<file path="src/rtl/traffic_pkg.sv">
// Shared types and constants for the traffic phase controller.
// Holds the phase enum, the index-width helper and the default lamp durations.
package traffic_pkg;

  typedef enum logic [1:0] {
    ST_ALLRED = 2'd0,
    ST_GREEN  = 2'd1,
    ST_YELLOW = 2'd2,
    ST_FLASH  = 2'd3
  } state_e;

  localparam int DEF_YELLOW_T = 3;
  localparam int DEF_ALLRED_T = 2;

  function automatic int idx_w(input int n);
    return (n <= 2) ? 1 : $clog2(n);
  endfunction

endpackage

</file>
<file path="src/rtl/traffic_tick_gen.sv">
// Free-running prescaler: tick is a one-cycle pulse when the count reaches TICK_DIV-1.
// tick is combinational from the count register; the count wraps to 0 on the following edge.
module traffic_tick_gen #(
  parameter int TICK_DIV = 50_000_000
) (
  input  logic clk,
  input  logic reset,
  output logic tick
);

  localparam int CW = $clog2(TICK_DIV);

  logic [CW-1:0] cnt_q, cnt_d;

  assign tick = (cnt_q == CW'(TICK_DIV - 1));

  always_comb begin
    cnt_d = tick ? '0 : cnt_q + CW'(1);
  end

  always_ff @(posedge clk) begin
    if (reset) cnt_q <= '0;
    else       cnt_q <= cnt_d;
  end

endmodule

</file>
<file path="src/rtl/traffic_phase_ctrl.sv">
// N-approach signal controller: demand-driven round robin, all-red clearance, night flashing.
// Every state change lands one cycle after the Tick that caused it; lamps are registered.
module traffic_phase_ctrl
  import traffic_pkg::*;
#(
  parameter int NUM_DIR  = 4,
  parameter int CNT_W    = 8,
  parameter int TICK_DIV = 50_000_000,
  parameter int YELLOW_T = DEF_YELLOW_T,
  parameter int ALLRED_T = DEF_ALLRED_T,
  localparam int IDX_W   = idx_w(NUM_DIR)
) (
  input  logic               Clk,
  input  logic               Reset,
  input  logic [CNT_W-1:0]   Green_time,
  input  logic [NUM_DIR-1:0] Demand,
  input  logic               Night_mode,
  output logic [NUM_DIR-1:0] Red,
  output logic [NUM_DIR-1:0] Yellow,
  output logic [NUM_DIR-1:0] Green,
  output logic [CNT_W-1:0]   Remain,
  output logic [IDX_W-1:0]   Active,
  output logic               Tick
);

  localparam logic [CNT_W-1:0] ALLRED_LD = (ALLRED_T == 0) ? CNT_W'(1) : CNT_W'(ALLRED_T);
  localparam logic [CNT_W-1:0] YELLOW_LD = (YELLOW_T == 0) ? CNT_W'(1) : CNT_W'(YELLOW_T);

  state_e             state_q, state_d;
  logic [CNT_W-1:0]   remain_q, remain_d;
  logic [IDX_W-1:0]   active_q, active_d;
  logic               flash_q, flash_d;
  logic [NUM_DIR-1:0] red_q, red_d, yellow_q, yellow_d, green_q, green_d;
  logic [CNT_W-1:0]   green_ld;
  logic [IDX_W-1:0]   next_idx;
  logic [NUM_DIR-1:0] sel_1h;
  logic               tick;

  traffic_tick_gen #(.TICK_DIV(TICK_DIV)) u_tick (
    .clk   (Clk),
    .reset (Reset),
    .tick  (tick)
  );

  assign green_ld = (Green_time == '0) ? CNT_W'(1) : Green_time;

  // Round robin from the slot after Active; Active itself is the last candidate.
  always_comb begin : rr_scan
    logic             found;
    logic [IDX_W-1:0] j;
    found    = 1'b0;
    j        = '0;
    next_idx = IDX_W'((int'(active_q) + 1) % NUM_DIR);
    for (int k = 1; k <= NUM_DIR; k++) begin
      j = IDX_W'((int'(active_q) + k) % NUM_DIR);
      if (!found && Demand[j]) begin
        next_idx = j;
        found    = 1'b1;
      end
    end
  end

  always_comb begin
    state_d  = state_q;
    remain_d = remain_q;
    active_d = active_q;
    flash_d  = flash_q;
    if (tick) begin
      if (Night_mode) begin
        state_d  = ST_FLASH;
        remain_d = '0;
        flash_d  = (state_q == ST_FLASH) ? ~flash_q : 1'b1;
      end else if (state_q == ST_FLASH) begin
        state_d  = ST_ALLRED;
        remain_d = ALLRED_LD;
      end else if (remain_q > CNT_W'(1)) begin
        remain_d = remain_q - CNT_W'(1);
      end else begin
        case (state_q)
          ST_ALLRED: begin
            state_d  = ST_GREEN;
            remain_d = green_ld;
          end
          ST_GREEN: begin
            if (Demand == (NUM_DIR'(1) << active_q)) begin
              remain_d = green_ld;
            end else begin
              state_d  = ST_YELLOW;
              remain_d = YELLOW_LD;
            end
          end
          ST_YELLOW: begin
            state_d  = ST_ALLRED;
            remain_d = ALLRED_LD;
            active_d = next_idx;
          end
          default: ;
        endcase
      end
    end
  end

  // Lamps are decoded from the next state so they register alongside it.
  always_comb begin
    sel_1h   = NUM_DIR'(1) << active_d;
    red_d    = {NUM_DIR{1'b1}};
    yellow_d = '0;
    green_d  = '0;
    case (state_d)
      ST_GREEN: begin
        green_d = sel_1h;
        red_d   = ~sel_1h;
      end
      ST_YELLOW: begin
        yellow_d = sel_1h;
        red_d    = ~sel_1h;
      end
      ST_FLASH: begin
        red_d    = '0;
        yellow_d = {NUM_DIR{flash_d}};
      end
      default: ;
    endcase
  end

  always_ff @(posedge Clk) begin
    if (Reset) begin
      state_q  <= ST_ALLRED;
      remain_q <= ALLRED_LD;
      active_q <= '0;
      flash_q  <= 1'b0;
      red_q    <= {NUM_DIR{1'b1}};
      yellow_q <= '0;
      green_q  <= '0;
    end else begin
      state_q  <= state_d;
      remain_q <= remain_d;
      active_q <= active_d;
      flash_q  <= flash_d;
      red_q    <= red_d;
      yellow_q <= yellow_d;
      green_q  <= green_d;
    end
  end

  assign Red    = red_q;
  assign Yellow = yellow_q;
  assign Green  = green_q;
  assign Remain = remain_q;
  assign Active = active_q;
  assign Tick   = tick;

endmodule

</file>
<file path="config.mk">
export PLATFORM = sky130hd
export DESIGN_NAME = traffic_phase_ctrl
export DESIGN_NICKNAME = d
export VERILOG_FILES = /design/src/rtl/traffic_pkg.sv /design/src/rtl/traffic_tick_gen.sv /design/src/rtl/traffic_phase_ctrl.sv
export SDC_FILE = /design/constraint.sdc
export NUM_CORES = 1
export LEC_CHECK = 0
export ABC_AREA = 1
export CORE_AREA = 4 4 79 81
export CTS_BUF_LIST = sky130_fd_sc_hd__clkbuf_16
export CTS_CLUSTER_DIAMETER = 150
export DETAILED_ROUTE_END_ITERATION = 12
export DIE_AREA = 0 0 83 85
export GPL_TIMING_DRIVEN = 0
export PLACE_DENSITY = 0.9
export SETUP_SLACK_MARGIN = 0.5
export SLEW_MARGIN = 10
export SYNTH_ARGS = -nofsm -noshare
export SYNTH_HDL_FRONTEND = slang
export SYNTH_SLANG_ARGS = --single-unit
</file>
<file path="constraint.sdc">
create_clock -name Clk -period 2.79 [get_ports Clk]
set_clock_uncertainty 0.15 [all_clocks]
set_input_delay 0.4185 -clock Clk [delete_from_list [all_inputs] [get_ports Clk]]
set_output_delay 0.4185 -clock Clk [all_outputs]
set_load 0.02 [all_outputs]
</file>
==> results of run 1 <==
sequential cells by signal, indices dropped and copies added, names as in the netlist:
name,cells
state_q,2
Active,2
flash_q,1
Green,4
Yellow,4
u_tick.cnt_q,26
Remain,8
Red,4
repair_timing:
item                       in CTS  in global routing
pin swaps                      16                 22
gates resized for setup        35                 55
setup endpoints to repair      13                 22
setup buffers                  17                  8
metal layers:
layer | wire length (microns) | track usage, %
met2 | 4690 | 42.1
met3 | 546 | 3.30
met1 | 3430 | 25.7
met4 | 346 | 9.66
met5 | 0 | 0
power by group through the flow:
stage | logic (mW) | clock network, mW | registers [mW]
finish | 0.0808 | 0.575 | 0.730
global route | 0.0890 | 0.615 | 0.730
CTS | 0.0728 | 0.571 | 0.730
detailed placement | 0.0706 | 0 | 0.746
global placement | 0.0687 | 0 | 0.746
floorplan | 0.0358 | 0 | 0.746
through the flow:
step,setup TNS (ns),utilization (%)
after floorplan,0,-
after global placement,-0.519,64.6
after detailed placement,-0.706,64.6
after CTS,0,71.2
after global routing,0,75.6
final,0,75.6
cell families after synthesis:
family | after synthesis | synth area share [%]
simple gates | 245 | 37.0
buf+inv | 67 | 8.91
compound gates | 59 | 11.0
flops | 51 | 33.8
fa+ha+maj | 14 | 5.80
xor+xnor | 12 | 3.48
worst max-delay path: cells and delay by family, from the launching register on:
kind	cells	cell delay, ns
compound gates	2	0.37
xor+xnor	1	0.18
simple gates	5	0.55
flops	1	0.38
fa+ha+maj	2	0.45
buf+inv	4	0.41
cell usage in the layout (no fill, tap or decap), types with 11 or more instances in the layout:
master,instances
nand3_1,30
nor3_1,12
a21oi_1,27
dfxtp_1,41
inv_1,49
nand2_2,13
clkdlybuf4s50_1,32
nor2_1,47
nand2_1,96
buf_6,11
buf_4,15
layout make-up:
cell class              count  area, sq um
flip-flops and latches     51         1040
fillers                   363         1330
plain buffers               7         45.0
multi-input cells         330         1990
clock buffers               5          125
inverters                  60          243
clock inverters             2         7.51
well taps                  72         90.1
repair buffers             62          593
worst max-delay path by stage:
stage / slack (ns) / end / from / cells past startpoint
6_report: 0.19 / Red[0] / Active[1] / 14
5_1_grt: 0.15 / Red[0] / Active[1] / 14
4_1_cts: 0.40 / Red[3] / Active[0] / 15
3_5_place_dp: -0.19 / Red[3] / Demand[0] / 13
3_3_place_gp: -0.13 / Red[1] / Demand[0] / 13
2_1_floorplan: 0.35 / Red[0] / Active[0] / 15
==> qor.yml, run 1 <==
cell_internal_pwr_mw: 1.08
whs_path_depth: 1
antenna_found_initial: 0
numCtsBuffers: 5
post-dp-hpwl_microns: 5120
synth_area_sq_um: 3020
report.final.slew_viol_count: 0
grt_setup_unrepaired: "yes"
p_seq_share_pct: 52.7
grt_pass1_vias: 3125
grt_use_total_pct: 22.6
num_rows: 27
start_util_pct: 55.2
post-route-period-util_pct: 93.2
synth_common_cells: "107 x nand2_1, 55 x inv_1, 54 x nor2_1"
critPathSlowestCell: "dfxtp_4"
slew_headroom_pct: 57.4
drt_wl_total_microns: 9010
synth_area_leaders: "dfxtp_1 34%, nand2_1 13%, inv_1 6.8%"
overflow: 0
yosys_warnings: 0
tightest_slew_ns: 0.640
cts_buffer_depth: 2
worstPathArrival_ns: 2.62
grt_pass1_wl_microns: 13500
finalSetupViolCount: 0
path_class: "reg -> reg"
pin_count: 38
leakage_nw: 1.69
clock_latency_ns: 0.29
nNetsFinal: 546
finalHoldViolCount: 0
placed_area_sq_um: 3540
power_switching_share_pct: 21.9
maxCapViolations: 0
status: "finished clean"
synth_ff_type: "dfxtp_1"
power_switching_uw: 303
p_comb_share_pct: 5.8
yosys.area.top_type: "dfxtp_1"
synthArstFlopShare_pct: 0
layout-drive-gt1-share_pct: 24.4
avgRoutedWirePerCell_microns: 15.3
ff2ff_setup_slack_ns: 0.19
power_per_cell_area_nw_per_um2: 335
hold_buffers: 0
ant_nets: 0
cts_tree: "yes"
dieArea_sq_um: 7060
diodes: 0
synth_cells: 448
routed_via_density: 5.62
clkTransAtPathRegs_ns: 0.07
totalPowerFinal_mw: 1.39
period_minus_slack_ns: 2.60
io_buffers: 37
synth-edff-count: 0
rr_endpoint: "Red[0]"
worstPathRequired_ns: 2.81
synth_top_area_share_pct: 33.8
drc_errors: 0
grt_max_degree: 15
hold-path-endpoint: "u_tick.cnt_q[0]"
fp.dieH_microns: 85
hp-start: "u_tick.cnt_q[0]"
final_cell_area_sq_um: 4140
whs_ns: 0.304
die_w_microns: 83
worst_slack_ns: 0.189
syn_avg_cell_area_sq_um: 6.74
clockPowerShare_pct: 41.5
rr_startpoint: "Active[1]"
first_pass_iters: 5
syn2layout_area_growth_pct: 37.0
stdcell_count: 589
dp_worst_setup_slack_ns: -0.191
ys_ff_latch: 51
ys_types: 37
clockRootBuffer: "clkbuf_16"
num_vias: 3310
htreeDepth: 2
yosysSeqAreaShare_pct: 33.8
synth_most_common_cell: "nand2_1"
vdd_drop_max_mv: 0.365
drtIter0Drc: 248
startpoint_type: "flop"
coreArea_sq_um: 5470
reg2regPathDepth: 14
place_inst: 557
gp_congestion: 0.865
endpoint_kind: "flop"
hp-class: "reg -> reg"
cp_cell_sequence: "buf_6, ha_4, xor2_1, nor2_1, nand2_1, nand2_2, a21boi_2, o31ai_2, inv_2, ha_4, inv_4, buf_6, nand2_2, nand2_1"
fmax_ghz: 0.384
max_stage_delay_ns: 0.38
cts_sinks: 51
syn_nets: 477
crit_fanout: 4
No activity file was read; power rests on OpenSTA's default activity.
==> inputs of run 2 (changes only) <==
--- a/config.mk
+++ b/config.mk
@@ -6,11 +6,13 @@
 export NUM_CORES = 1
 export LEC_CHECK = 0
 export ABC_AREA = 1
-export CORE_AREA = 4 4 79 81
+export CELL_PAD_IN_SITES_DETAIL_PLACEMENT = 2
+export CELL_PAD_IN_SITES_GLOBAL_PLACEMENT = 2
+export CORE_AREA = 4 4 104 106
 export CTS_BUF_LIST = sky130_fd_sc_hd__clkbuf_16
 export CTS_CLUSTER_DIAMETER = 150
 export DETAILED_ROUTE_END_ITERATION = 12
-export DIE_AREA = 0 0 83 85
+export DIE_AREA = 0 0 108 110
 export GPL_TIMING_DRIVEN = 0
 export PLACE_DENSITY = 0.9
 export SETUP_SLACK_MARGIN = 0.5
==> run 2 against run 1 <==
  * Fmax is 0.76% higher
  * Register-to-register slack better by 0.03 ns
  * Wire length is 49% higher
  * Global-route usage is 1.3 points lower
  * First-iteration DRC count is 34% lower
  * Setup slack better by 0.020 ns
  * Critical path type is now in -> reg
==> qor.yml, run 2 (synthesized netlist as in run 1, its figures left out) <==
diodes: 0
cts_buffer_depth: 2
coreArea_sq_um: 9770
drt_wl_total_microns: 13400
path_class: "in -> reg"
power_per_cell_area_nw_per_um2: 341
clkTransAtPathRegs_ns: 0.07
gp_congestion: 0.789
cts_tree: "yes"
crit_fanout: 4
antenna_found_initial: 0
hp-class: "reg -> reg"
layout-drive-gt1-share_pct: 23.2
clock_latency_ns: 0.29
worstPathRequired_ns: 2.82
num_vias: 3330
grt_setup_unrepaired: "yes"
post-route-period-util_pct: 92.5
fp.dieH_microns: 110
leakage_nw: 1.62
syn2layout_area_growth_pct: 37.5
postLayoutCoreUtil_pct: 42.5
routed_via_density: 5.19
grt_max_degree: 15
hold_buffers: 0
start_util_pct: 30.9
pin_count: 38
status: "finished clean"
layout_common_cells: "96 x nand2_1, 50 x inv_1, 42 x nor2_1"
avgRoutedWirePerCell_microns: 20.8
grt_pass1_wl_microns: 19900
setup_tns_ns: 0
ant_nets: 0
slew_headroom_pct: 56.0
largest_reg_flops: 26
report.final.slew_viol_count: 0
overflow: 0
post-dp-hpwl_microns: 7920
numCtsBuffers: 5
grt_pass1_vias: 3686
dieArea_sq_um: 11900
drtIter0Drc: 164
vdd_drop_max_mv: 0.266
cts_sinks: 51
endpoint_kind: "flop"
tightest_slew_ns: 0.660
period_minus_slack_ns: 2.58
regMostFlops: "u_tick.cnt_q"
grt_use_total_pct: 21.3
worstPathArrival_ns: 2.61
final_common_cell: "nand2_1"
clockRootBuffer: "clkbuf_16"
fmax_ghz: 0.387
maxCapViolations: 0
first_pass_iters: 6
htreeDepth: 2
io_buffers: 37
finalHoldViolCount: 0
num_rows: 36
finalSetupViolCount: 0
totalPowerFinal_mw: 1.42
nNetsFinal: 537
die_w_microns: 108
drc_errors: 0
startpoint_type: "input pin"
## run 2: cell types whose count changed in the layout (fill, tap and decap cells not counted), moves of 4 or more
cell	before	now
buf_6	11	3
nor2_4	8	13
o21ai_0	9	13
o21ai_1	6	2
nor2_1	47	42
## run 2: where the power goes
part | switching (mW) | internal (mW) | total (mW)
Clock | 0.276 | 0.325 | 0.601
Combinational | 0.0537 | 0.0325 | 0.0862
Sequential | 0.00248 | 0.727 | 0.730
Total | 0.332 | 1.09 | 1.42
## run 2: what timing repair did
item / in CTS / in global routing
pin swaps: 18 / 14
setup buffers: 13 / 3
resized for setup: 41 / 40
hold endpoints to repair: 0 / 0
setup endpoints to repair: 14 / 45
## run 2: cell type report
class / count / area [sq um]
inverter: 60 / 240
clock buffer: 5 / 125
buffer: 7 / 47.5
fill: 1147 / 5620
sequential: 51 / 1040
clock inverter: 3 / 12.5
tap: 133 / 166
multi-input combinational: 330 / 2020
timing repair buffer: 53 / 498
## run 2: path summary, 6_finish.rpt
| kind | to | slack (ns) | depth (start not counted) | startpoint |
|---|---|---|---|---|
| hold / removal | u_tick.cnt_q[0] | 0.27 | 1 | u_tick.cnt_q[0] |
| setup / recovery | Red[1] | 0.21 | 13 | Demand[3] |
| hold reg to reg | u_tick.cnt_q[0] | 0.27 | 1 | u_tick.cnt_q[0] |
| setup reg to reg | Red[1] | 0.22 | 15 | Active[0] |
## run 2: critical path, stage by stage
cell,delay (ns)
clkdlybuf4s50_1,0.56
xor2_1,0.29
nor2_2,0.11
nand2_2,0.12
nand2_2,0.09
nand3_2,0.06
nor3b_2,0.17
o21bai_4,0.19
ha_4,0.24
inv_4,0.07
nor2_4,0.05
nor2_4,0.15
nand2_2,0.09
## run 2: stage by stage
step	instances	hold slack, ns	setup slack (ns)	instance area [sq um]
2_1_floorplan	448	0.268	0.349	3080
3_3_place_gp	618	0.278	-0.200	3610
3_5_place_dp	618	0.296	-0.339	3610
4_1_cts	639	0.312	0.329	3990
5_1_grt	642	0.282	0.0797	4150
6_report	642	0.268	0.209	4150
## run 2: routing by layer
metal  vias up  global-route usage [%]  share of wire (%)
met5         -                       0                  0
met4         0                    6.76                3.0
met3        29                    3.09                3.0
met2        66                    42.4                 54
met1      1675                    22.9                 40
li1       1560                       -                  -
==> inputs of run 3 (changes only) <==
--- a/config.mk
+++ b/config.mk
@@ -6,15 +6,16 @@
 export NUM_CORES = 1
 export LEC_CHECK = 0
 export ABC_AREA = 1
+export CAP_MARGIN = 15
 export CELL_PAD_IN_SITES_DETAIL_PLACEMENT = 2
 export CELL_PAD_IN_SITES_GLOBAL_PLACEMENT = 2
-export CORE_AREA = 4 4 104 106
+export CORE_AREA = 4 4 115 117
 export CTS_BUF_LIST = sky130_fd_sc_hd__clkbuf_16
 export CTS_CLUSTER_DIAMETER = 150
 export DETAILED_ROUTE_END_ITERATION = 12
-export DIE_AREA = 0 0 108 110
+export DIE_AREA = 0 0 119 121
 export GPL_TIMING_DRIVEN = 0
-export PLACE_DENSITY = 0.9
+export PLACE_DENSITY = 0.77
 export SETUP_SLACK_MARGIN = 0.5
 export SLEW_MARGIN = 10
 export SYNTH_ARGS = -nofsm -noshare
==> run 3 against run 2 <==
  * Largest power group unchanged
  * Critical endpoint unchanged
  * Non-clock buffer count rose by 7
  * Sequential cell count did not move
  * Fmax rose by 7.3%
  * Power rose by 0.55%
  * Combinational power fell by 3.9%
==> qor.yml, run 3 (synthesized netlist as in run 1, its figures left out) <==
status: "finished clean"
num_vias: 3147
startpoint_type: "flop"
syn2layout_area_growth_pct: 39.9
avgRoutedWirePerCell_microns: 14.8
dieArea_sq_um: 14400
pin_count: 38
diodes: 0
coreArea_sq_um: 12400
leakage_nw: 1.66
fmax_ghz: 0.416
place_inst: 657
largest_reg_flops: 26
grt_pass1_wl_microns: 16400
tightest_slew_ns: 0.571
start_util_pct: 24.4
overflow: 0
path_class: "reg -> reg"
p_comb_share_pct: 5.8
ant_nets: 0
gp_congestion: 0.779
p_seq_share_pct: 51.2
max_stage_delay_ns: 0.38
critPathTopFamily: "simple AND/OR/NAND/NOR gates"
endpoint: "Red[1]"
report.final.slew_viol_count: 0
regMostFlops: "u_tick.cnt_q"
post-dp-hpwl_microns: 7390
worstPathRequired_ns: 2.83
period_minus_slack_ns: 2.41
nNetsFinal: 544
clock_latency_ns: 0.30
numCtsBuffers: 5
worstPathArrival_ns: 2.45
clkTransAtPathRegs_ns: 0.07
slew_headroom_pct: 61.9
grt_pass1_vias: 3360
stdcell_count: 688
fp.dieH_microns: 121
reg2regPathDepth: 15
rr_endpoint: "Red[1]"
finalSetupViolCount: 0
grt_use_total_pct: 14.0
crit_path_start: "Active[0]"
rr_startpoint: "Active[0]"
crit_fanout: 4
io_buffers: 37
worst_slack_ns: 0.384
cp_num_buf_inv: 3
ff2ff_setup_slack_ns: 0.38
routed_via_density: 4.57
crit_cells: 15
fillers: 1432
maxCapViolations: 0
drc_errors: 0
cell_internal_pwr_mw: 1.09
hp-class: "reg -> reg"
drt_wl_total_microns: 10200
grt_setup_unrepaired: "yes"
first_pass_iters: 4
cts_buffer_depth: 2
layout-drive-gt1-share_pct: 25.6
antenna_found_initial: 0
grt_max_degree: 16
dp_worst_setup_slack_ns: -0.361
post-route-period-util_pct: 86.2
cts_tree: "yes"
vdd_drop_max_mv: 0.199
final_common_cell: "nand2_1"
num_rows: 41
drtIter0Drc: 104
power_switching_share_pct: 23.6
critPathSlowestCell: "dfxtp_4"
power_switching_uw: 337
setup_tns_ns: 0
cts_sinks: 51
layout_common_cells: "95 x nand2_1, 49 x nor2_1, 45 x inv_1"
finalHoldViolCount: 0
cp_cell_sequence: "buf_8, inv_8, ha_4, xor2_2, nor2_1, nand2_1, nand2_2, nand3_1, nor3b_1, o21bai_4, ha_4, inv_2, nor2_2, nor2_4, nand2_1"
endpoint_kind: "flop"
htreeDepth: 2
clockPowerShare_pct: 43.0
die_w_microns: 119
power_per_cell_area_nw_per_um2: 337
clockRootBuffer: "clkbuf_16"
-- run 3: how the worst min path moves through the flow --
stage / to / cells after the start / slack (ns) / from
after CTS: u_tick.cnt_q[0] / 1 / 0.32 / u_tick.cnt_q[0]
after detailed placement: u_tick.cnt_q[0] / 1 / 0.30 / u_tick.cnt_q[0]
final: u_tick.cnt_q[12] / 2 / 0.34 / u_tick.cnt_q[12]
after floorplan: u_tick.cnt_q[0] / 1 / 0.27 / u_tick.cnt_q[0]
after global placement: u_tick.cnt_q[0] / 1 / 0.28 / u_tick.cnt_q[0]
after global routing: u_tick.cnt_q[13] / 2 / 0.37 / u_tick.cnt_q[13]
-- run 3: per-stage QoR --
step / total power, mW / hold slack [ns] / area (sq um) / utilization (%)
CTS: 1.44 / 0.317 / 3970 / 32.1
global route: 1.48 / 0.367 / 4230 / 34.2
finish: 1.42 / 0.344 / 4230 / 34.2
floorplan: 0.782 / 0.268 / 3080 / -
global placement: 0.818 / 0.277 / 3660 / 29.6
detailed placement: 0.822 / 0.302 / 3660 / 29.6
-- run 3: worst min-delay path, stage by stage, from the launching register on --
cell and delay, ns:
dfxtp_2 0.34, nand2_1 0.06, a21oi_1 0.06
-- run 3: power by group through the flow --
stage | logic, mW | clock network, mW | registers [mW]
final | 0.0828 | 0.613 | 0.729
after global routing | 0.0940 | 0.662 | 0.729
after global placement | 0.0722 | 0 | 0.746
after CTS | 0.0787 | 0.636 | 0.730
after floorplan | 0.0358 | 0 | 0.746
after detailed placement | 0.0756 | 0 | 0.747
-- run 3: repair_timing --
action	in CTS	in global routing
setup endpoints to repair	13	34
gates resized for setup	26	62
hold buffers	0	0
buffers inserted	15	8
pin swaps	12	22
-- run 3: cell type report --
cell class / count / area, sq um / share of cell area, %
well taps: 172 / 215 / 5.09
flip-flops and latches: 51 / 1050 / 24.9
clock inverters: 3 / 12.5 / 0.296
plain buffers: 7 / 45.0 / 1.07
repair buffers: 60 / 566 / 13.4
clock buffers: 5 / 125 / 2.96
inverters: 60 / 235 / 5.57
multi-input cells: 330 / 1980 / 46.8
-- run 3: routing by layer --
metal | global-route usage (%) | wire length [microns] | part of all wire, % | vias up
met5 | 0 | 0 | 0 | -
met4 | 4.13 | 123 | 1.2 | 0
met3 | 2.47 | 238 | 2.3 | 7
met2 | 26.2 | 5590 | 55 | 35
met1 | 16.1 | 4260 | 42 | 1541
li1 | - | - | - | 1564
